<file path="src/rtl/wb_stage.sv">
// Writeback stage: arbitrates ALU results against LSU load responses, aligns and
// extends load data, registers the regfile write port and tracks pending loads.
module wb_stage #(
  parameter int unsigned STARVE_MAX = 4
) (
  input  logic        clk_i,
  input  logic        rst_ni,
  input  logic        alu_valid_i,
  output logic        alu_ready_o,
  input  logic [4:0]  alu_rd_i,
  input  logic [31:0] alu_data_i,
  input  logic        lsu_valid_i,
  output logic        lsu_ready_o,
  input  logic [4:0]  lsu_rd_i,
  input  logic [2:0]  lsu_funct3_i,
  input  logic [1:0]  lsu_offset_i,
  input  logic [31:0] lsu_raw_i,
  input  logic        issue_valid_i,
  input  logic [4:0]  issue_rd_i,
  output logic        rd_wren,
  output logic [5:0]  rd_addr,
  output logic [31:0] rd_data,
  output logic [31:0] busy_o,
  output logic        err_o
);

  localparam int unsigned CntW = (STARVE_MAX > 1) ? $clog2(STARVE_MAX) : 1;
  localparam logic [CntW-1:0] CntLast = CntW'(STARVE_MAX - 1);

  typedef enum logic [0:0] {StAluPri, StLsuPri} state_e;

  state_e          state_q, state_d;
  logic [CntW-1:0] cnt_q, cnt_d;

  logic        alu_acc, lsu_acc;
  logic [7:0]  load_byte;
  logic [15:0] load_half;
  logic [31:0] load_data;
  logic        load_illegal;
  logic        wr_en;
  logic [4:0]  wr_rd;
  logic [31:0] wr_data;
  logic [31:0] busy_d;

  // Arbitration state and starvation counter.
  always_ff @(posedge clk_i) begin
    if (!rst_ni) begin
      state_q <= StAluPri;
      cnt_q   <= '0;
    end else begin
      state_q <= state_d;
      cnt_q   <= cnt_d;
    end
  end

  // Next state: LSU gets one priority cycle after STARVE_MAX straight losses.
  always_comb begin
    state_d = state_q;
    cnt_d   = cnt_q;
    unique case (state_q)
      StAluPri: begin
        if (alu_valid_i && lsu_valid_i) begin
          if (cnt_q == CntLast) begin
            state_d = StLsuPri;
            cnt_d   = '0;
          end else begin
            cnt_d = cnt_q + 1'b1;
          end
        end else begin
          // Streak of losses is broken whenever the LSU is idle or wins.
          cnt_d = '0;
        end
      end
      StLsuPri: begin
        state_d = StAluPri;
        cnt_d   = '0;
      end
      default: begin
        state_d = StAluPri;
        cnt_d   = '0;
      end
    endcase
  end

  // Handshake outputs: the priority source is always ready.
  always_comb begin
    alu_ready_o = 1'b1;
    lsu_ready_o = !alu_valid_i;
    if (state_q == StLsuPri) begin
      lsu_ready_o = 1'b1;
      alu_ready_o = !lsu_valid_i;
    end
    alu_acc = alu_valid_i && alu_ready_o;
    lsu_acc = lsu_valid_i && lsu_ready_o;
  end

  // Load alignment and sign/zero extension.
  always_comb begin
    unique case (lsu_offset_i)
      2'd0:    load_byte = lsu_raw_i[7:0];
      2'd1:    load_byte = lsu_raw_i[15:8];
      2'd2:    load_byte = lsu_raw_i[23:16];
      default: load_byte = lsu_raw_i[31:24];
    endcase
    load_half    = lsu_offset_i[1] ? lsu_raw_i[31:16] : lsu_raw_i[15:0];
    load_illegal = 1'b0;
    unique case (lsu_funct3_i)
      3'b000:  load_data = {{24{load_byte[7]}}, load_byte};
      3'b001:  load_data = {{16{load_half[15]}}, load_half};
      3'b010:  load_data = lsu_raw_i;
      3'b100:  load_data = {24'h0, load_byte};
      3'b101:  load_data = {16'h0, load_half};
      default: begin
        load_data    = lsu_raw_i;
        load_illegal = 1'b1;
      end
    endcase
  end

  // Select the accepted source; x0 writes are dropped.
  always_comb begin
    wr_rd   = alu_acc ? alu_rd_i : lsu_rd_i;
    wr_data = alu_acc ? alu_data_i : load_data;
    wr_en   = (alu_acc || lsu_acc) && (wr_rd != 5'd0);
  end

  // Registered regfile write port; address/data hold when nothing is written.
  always_ff @(posedge clk_i) begin
    if (!rst_ni) begin
      rd_wren <= 1'b0;
      rd_addr <= '0;
      rd_data <= '0;
      err_o   <= 1'b0;
    end else begin
      rd_wren <= wr_en;
      err_o   <= lsu_acc && load_illegal;
      if (wr_en) begin
        rd_addr <= {1'b0, wr_rd};
        rd_data <= wr_data;
      end
    end
  end

  // Pending-load scoreboard: clear on response, then set on issue so set wins.
  always_comb begin
    busy_d = busy_o;
    if (lsu_acc) begin
      busy_d[lsu_rd_i] = 1'b0;
    end
    if (issue_valid_i && (issue_rd_i != 5'd0)) begin
      busy_d[issue_rd_i] = 1'b1;
    end
    busy_d[0] = 1'b0;
  end

  // Scoreboard register.
  always_ff @(posedge clk_i) begin
    if (!rst_ni) begin
      busy_o <= '0;
    end else begin
      busy_o <= busy_d;
    end
  end

endmodule

</file>
<file path="config.mk">
export PLATFORM = sky130hd
export DESIGN_NAME = wb_stage
export DESIGN_NICKNAME = d
export VERILOG_FILES = /design/src/rtl/wb_stage.sv
export SDC_FILE = /design/constraint.sdc
export NUM_CORES = 1
export LEC_CHECK = 0
export CORE_MARGIN = 8
export CORE_UTILIZATION = 30
export CTS_BUF_LIST = sky130_fd_sc_hd__clkbuf_4 sky130_fd_sc_hd__clkbuf_8
export CTS_CLUSTER_SIZE = 25
export DETAILED_ROUTE_END_ITERATION = 12
export PLACE_DENSITY = 0.69
export SKIP_CTS_REPAIR_TIMING = 1
export SYNTH_ARGS = -nofsm -noshare
export SYNTH_HDL_FRONTEND = slang
export SYNTH_SLANG_ARGS = --single-unit
export TNS_END_PERCENT = 1
</file>
<file path="constraint.sdc">
create_clock -name clk_i -period 2.14 [get_ports clk_i]
set_clock_uncertainty 0.2 [all_clocks]
set_input_delay 0.321 -clock clk_i [delete_from_list [all_inputs] [get_ports clk_i]]
set_output_delay 0.321 -clock clk_i [all_outputs]
set_load 0.01 [all_outputs]
</file>
==> results of run 1 <==
[layout by cell type, fill, tap and decap left out, types with 9 or more instances in the layout]
| master | Yosys | layout |
|---|---|---|
| mux2i_1 | 14 | 14 |
| a21boi_0 | 35 | 34 |
| dfxtp_1 | 73 | 73 |
| nor2b_1 | 12 | 12 |
| o21ai_0 | 55 | 55 |
| and3b_1 | 9 | 9 |
| clkbuf_8 | 0 | 10 |
| nor2_1 | 21 | 20 |
| inv_1 | 18 | 18 |
| o32ai_1 | 22 | 22 |
| nand2_1 | 59 | 59 |
| nand3_1 | 29 | 29 |
| buf_4 | 2 | 59 |
| a32o_1 | 17 | 17 |
| clkdlybuf4s50_1 | 0 | 158 |
| a21oi_1 | 41 | 41 |
[area by class of cell]
class / instances / area [µm²]
Sequential cell: 73 / 1460
Clock inverter: 6 / 48.8
Tap cell: 180 / 225
Inverter: 18 / 67.6
Clock buffer: 10 / 138
Multi-Input combinational cell: 389 / 2530
Timing Repair Buffer: 229 / 2230
Fill cell: 1328 / 7240
[routing by layer]
layer	routed length (µm)	share of wire [%]
met1	7570	43
met2	8390	47
met3	1280	7.2
met4	562	3.2
met5	0	0
[cell families (layout without fill, tap and decap cells)]
group / count (synthesis) / in the layout / share of synthesized area [%]
AO/OA/AOI/OAI: 202 / 202 / 33.3
adder cells (fa/ha/maj): 1 / 1 / 0.292
buffers and inverters: 67 / 263 / 7.73
flip-flops: 73 / 73 / 34.1
multiplexers: 17 / 17 / 4.32
other: 1 / 2 / 0.0875
AND/OR/NAND/NOR: 167 / 167 / 20.2
[sequential cells by signal (all words and copies together), names as in the netlist]
name	flops
busy_o	31
cnt_q	2
err_o	1
rd_addr	5
rd_data	32
rd_wren	1
state_q	1
[worst paths after layout]
check             slack (ns)                 from                       end
hold / removal          0.23  cnt_q[0]$_SDFF_PP0_       cnt_q[0]$_SDFF_PP0_
setup reg to reg        0.25   state_q$_SDFF_PP0_   rd_data[6]$_SDFFE_PN0P_
hold reg to reg         0.23  cnt_q[0]$_SDFF_PP0_       cnt_q[0]$_SDFF_PP0_
setup / recovery        0.06      lsu_offset_i[1]  rd_data[14]$_SDFFE_PN0P_
[worst max-delay path, delay by kind of cell]
family	cells	cell delay, ns
AO/OA/AOI/OAI	1	0.30
buffers and inverters	2	0.71
multiplexers	1	0.54
AND/OR/NAND/NOR	2	0.27
[power breakdown]
part	switching, µW	internal (µW)
clock	603	465
combinational	442	514
sequential	40.3	1430
[through the flow]
step / cell area, µm² / worst slack (ns) / hold WS (ns) / util (%)
floorplan: 4290 / 0.0236 / 0.208 / -
detailed placement: 6480 / -0.448 / 0.222 / 46.5
global route: 6700 / 0.00526 / 0.273 / 48.1
global placement: 6480 / -0.417 / 0.216 / 46.5
finish: 6700 / 0.0599 / 0.232 / 48.1
CTS: 6670 / -0.0656 / 0.235 / 47.9
==> summary.txt, run 1 <==
GRT
  • GR Util met1: around 23%
  • Largest net degree at the start of global routing: 36
  • Number of global-route vias before repair: just under 5,000
  • Initial antenna violation count: 0
  • GRT Total Usage: 18.5%
  • Met3 Resource Use GR: 4.08%
  • Gr busiest metal: met2
  • Met2 Use GR: 29.9%
  • GRT Residual Overflow: 0
  • First-pass GRT wire length: between 20 and 30 mm

Synth
  • Syn avg cell area: 8.12 µm²
  • Synth top area cells: dfxtp_1 (34%), o21ai_0 (6.4%), a21boi_0 (6.1%)
  • Largest area contributor in the netlist: dfxtp_1
  • Post-synth EDFFs: 0
  • Cells after synthesis: 528
  • Synth Warn #: 0
  • Share of the synthesized area in the top cell type: between 30 and 40%
  • Seq cells post-synth: 73
  • Yosys cell types: 50
  • Sequential fraction of the synthesis area: 34.1%
  • Mapped Area: 4290 µm²
  • Most common cell in the netlist: dfxtp_1
  • Main synth FF type: dfxtp_1
  • Post-synth ARST share: 0%
  • Synth top cells by count: dfxtp_1 (73), nand2_1 (59), o21ai_0 (55), a21oi_1 (41), a21boi_0 (35)

Clock network
  • Clk Latency, worst-skew pair: 0.37 ns
  • CTS max path bufs: 2
  • CTS tree: yes
  • TritonCTS Sinks: 73
  • Num CTS Buffers: 9
  • H-tree Lvls: 3
  • Root Driver: clkbuf_8
  • Worst-path clk slew: 0.09 ns

Worst setup path
  • Largest stage delay, worst path: 0.56 ns
  • Critical-path maximum fanout: 5
  • Reg2Reg Depth: 5
  • CP Data Arrival Time: around 2.1 ns
  • WP data required: 2.20 ns
  • Worst setup EP type: register
  • Slowest CP cell: clkdlybuf4s50_1
  • Startpoint types: input pin
  • Worst-path cell chain: clkdlybuf4s50_1 > mux4_2 > nand3b_1 > buf_4 > nand3_1 > a32o_2
  • Setup CP Type: in2reg

Routing
  • Initial DRT Pass Iterations: 7
  • DR WL/cell: between 15 and 20 µm
  • Detailed Route Iter0 Violations: between 400 and 500
  • Drc violations: 0
  • Drt total wl: around 18 mm
  • Antenna Nets Post-Route: 0
  • Via count: around 5,000
  • Vias per cell: approximately 5.5

Hold path
  • Hold Path Cell Cnt: 1
  • Worst hold-check path type: reg2reg

STA
  • Period minus WS final: about 2.1 ns
  • Final Cycle Share: 97.2%
  • RSZ-0062 raised after global routing: false
  • Slew Limit Fails: 0
  • Final setup fails: 0
  • Final hold vios: 0
  • Setup Total Neg Slack: 0 ns
  • Max Freq: 481 MHz

Job
  • Max cap viols: 0

Placed design
  • I/O Buffers: 160
  • HPWL Detailed: around 14 mm
  • Placed cells: between 800 and 900
  • Gpl congestion: 0.881

Pwr
  • Peak VDD IR: 0.223 mV
  • Pwr Density: 521 nW/µm²
  • Total power draw: 3490 µW
  • Leakage power: 0.00258 µW

Floorplanning
  • Ports: 163
  • Rows: 43
  • Die H: 136 µm
  • Die W: 136 µm
  • Core area: approximately 14,000 µm²
  • Initial Util: between 30% and 40%
  • Die area: between 15,000 and 20,000 µm²

Run status
  • Status: finished, final reports clean

Finish
  • Fin cells: 905
  • Fin nets: 810
  • Layout cell share with drive strength beyond 1: 15.0%
  • Diodes inserted: 0
  • Synth-to-layout area growth: 56.2%
Power figures use the tool's default switching activity.
==> run 2, diff against run 1 <==
CORE_UTILIZATION = 41   (was 30)
PLACE_DENSITY = 0.87   (was 0.69)
==> run 2 against run 1 <==
Sequential cell count did not move; maximum frequency fell by 0.32%; combinational power fell by 5.1%; critical path type unchanged; first-iteration DRC count rose by 20%; setup slack got worse by 0.0067 ns; routed wire length fell by 8.6%; non-clock buffer count fell by 20; die area fell by 24%; critical path depth fell by 1; via count fell by 1.7%; highest routed layer unchanged; cell area fell by 4.0%; hold slack improved by 0.024 ns.
==> summary.txt, run 2 (same netlist as run 1, synthesis figures left out) <==
Finish
  • Top reg by flops: rd_data
  • Diodes inserted: 0
  • Most frequent cells in the layout: clkdlybuf4s50_1 (159), dfxtp_1 (73), nand2_1 (59)
  • Commonest non-fill, non-tap cell in the layout: clkdlybuf4s50_1
  • Max FFs per register: 32
  • Layout cell share with drive strength beyond 1: 12.5%
  • Fin nets: 790
  • Synth-to-layout area growth: 50.0%
  • Top flop regs: rd_data: 32 flops, busy_o: 31 flops, rd_addr: 5 flops

Floorplanning
  • Die H: 118 µm
  • Die area: between 10,000 and 15,000 µm²
  • Initial Util: between 40% and 50%
  • Ports: between 150 and 200
  • Core area: 10,200 µm²
  • Rows: 37
  • Die W: 118 µm

Routing
  • Vias per cell: 5.86
  • DR WL/cell: 19.3 µm
  • Detailed Route Iter0 Violations: 558
  • Initial DRT Pass Iterations: 5
  • Drc violations: 0
  • Drt total wl: 16.3 mm
  • Via count: 4,926
  • Antenna Nets Post-Route: 0

Pwr
  • P_sw: 1010 µW
  • Sw Share: 30.1%
  • Reg power frac: 43.6%
  • P_int: about 2300 µW
  • Total power draw: roughly 3400 µW
  • Leakage power: 0.00246 µW
  • Pwr Density: 522 nW/µm²
  • Peak VDD IR: 0.371 mV
  • Comb pwr share: 27.0%
  • Clock power share: ~29%

Placed design
  • Worst slack at placement: -0.311 ns
  • HPWL Detailed: around 13 mm
  • Gpl congestion: 0.924
  • I/O Buffers: 160

STA
  • Final setup fails: 0
  • Slew @ Worst Pin: roughly 0.64 ns
  • Setup slack after layout: between 0.05 and 0.06 ns
  • Final hold vios: 0
  • Max Freq: 479 MHz
  • Final Cycle Share: between 90% and 100%
  • Slew Limit Fails: 0
  • Setup Total Neg Slack: 0 ns
  • Rel. slew slack: 57.3%
  • Period minus WS final: 2.09 ns
  • RSZ-0062 raised after global routing: false

GRT
  • Number of global-route vias before repair: 5,072
  • GRT Residual Overflow: 0
  • First-pass GRT wire length: between 20 and 30 mm
  • GRT Total Usage: 22.5%
  • Initial antenna violation count: 0
  • Largest net degree at the start of global routing: 39

Hold path
  • Worst hold-check path type: reg2reg

Clock network
  • H-tree Lvls: 3
  • CTS tree: yes
  • Clk Latency, worst-skew pair: 0.36 ns
  • Root Driver: clkbuf_8
  • TritonCTS Sinks: 73
  • Worst-path clk slew: roughly 0.07 ns
  • Num CTS Buffers: 9
  • CTS max path bufs: 2

Worst setup path
  • Worst-path cell chain: clkdlybuf4s50_1 > or3_4 > o31ai_4 > o21ai_0 > a32o_2
  • Slowest CP cell: or3_4
  • Worst setup EP type: register
  • Largest stage delay, worst path: 0.50 ns
  • WP data required: 2.19 ns
  • Setup CP Type: in2reg
  • CP Data Arrival Time: about 2.1 ns
  • Startpoint types: input pin
  • Critical-path maximum fanout: 9

Job
  • Max cap viols: 0

Run status
  • Status: finished, final reports clean
==> run 2: cell count changes in the layout (fill, tap and decap cells not counted), sizes merged <==
cell and delta:
inv -2, buf -20, dlymetal6s2s -1, clkinv +4, clkinvlp -2, clkdlybuf4s50 +1
==> run 2: worst paths after layout <==
check                      start                        to  slack (ns)  cells past startpoint
max                  lsu_rd_i[4]  rd_data[12]$_SDFFE_PN0P_        0.05                      5
min          cnt_q[0]$_SDFF_PP0_       cnt_q[0]$_SDFF_PP0_        0.26                      1
max reg2reg   state_q$_SDFF_PP0_   rd_data[6]$_SDFFE_PN0P_        0.25                      5
min reg2reg  cnt_q[0]$_SDFF_PP0_       cnt_q[0]$_SDFF_PP0_        0.26                      1
==> run 2: routing by layer <==
metal	global-route usage (%)	share of wire, %
met4	9.29	2.8
met2	36.9	47
met1	26.1	40
met3	8.23	11
met5	0	0
==> run 2: layout make-up <==
cell class / count / area [µm²]
repair buffers: 209 / 2040
multi-input cells: 389 / 2520
fillers: 849 / 3800
clock inverters: 6 / 43.8
well taps: 136 / 170
flip-flops and latches: 73 / 1460
clock buffers: 10 / 131
inverters: 18 / 67.6
==> run 2: critical path: cells and delay by family <==
kind,cells,cell delay [ns]
buf+inv,1,0.49
compound gates,3,0.82
simple gates,1,0.50
==> run 2: power by group through the flow <==
stage          logic [µW]  registers (µW)  clock network [µW]
2_1_floorplan         387            1520                   0
3_3_place_gp          875            1490                   0
3_5_place_dp          892            1500                   0
4_1_cts               898            1460                1000
5_1_grt               972            1470                1060
6_report              907            1460                 987
==> run 2: through the flow <==
step	hold slack (ns)	area (µm²)	instances	utilization, %
global placement	0.217	6230	825	60.9
finish	0.257	6430	841	62.9
floorplan	0.208	4290	529	-
detailed placement	0.245	6230	825	60.9
global route	0.269	6430	841	62.9
CTS	0.261	6400	841	62.6
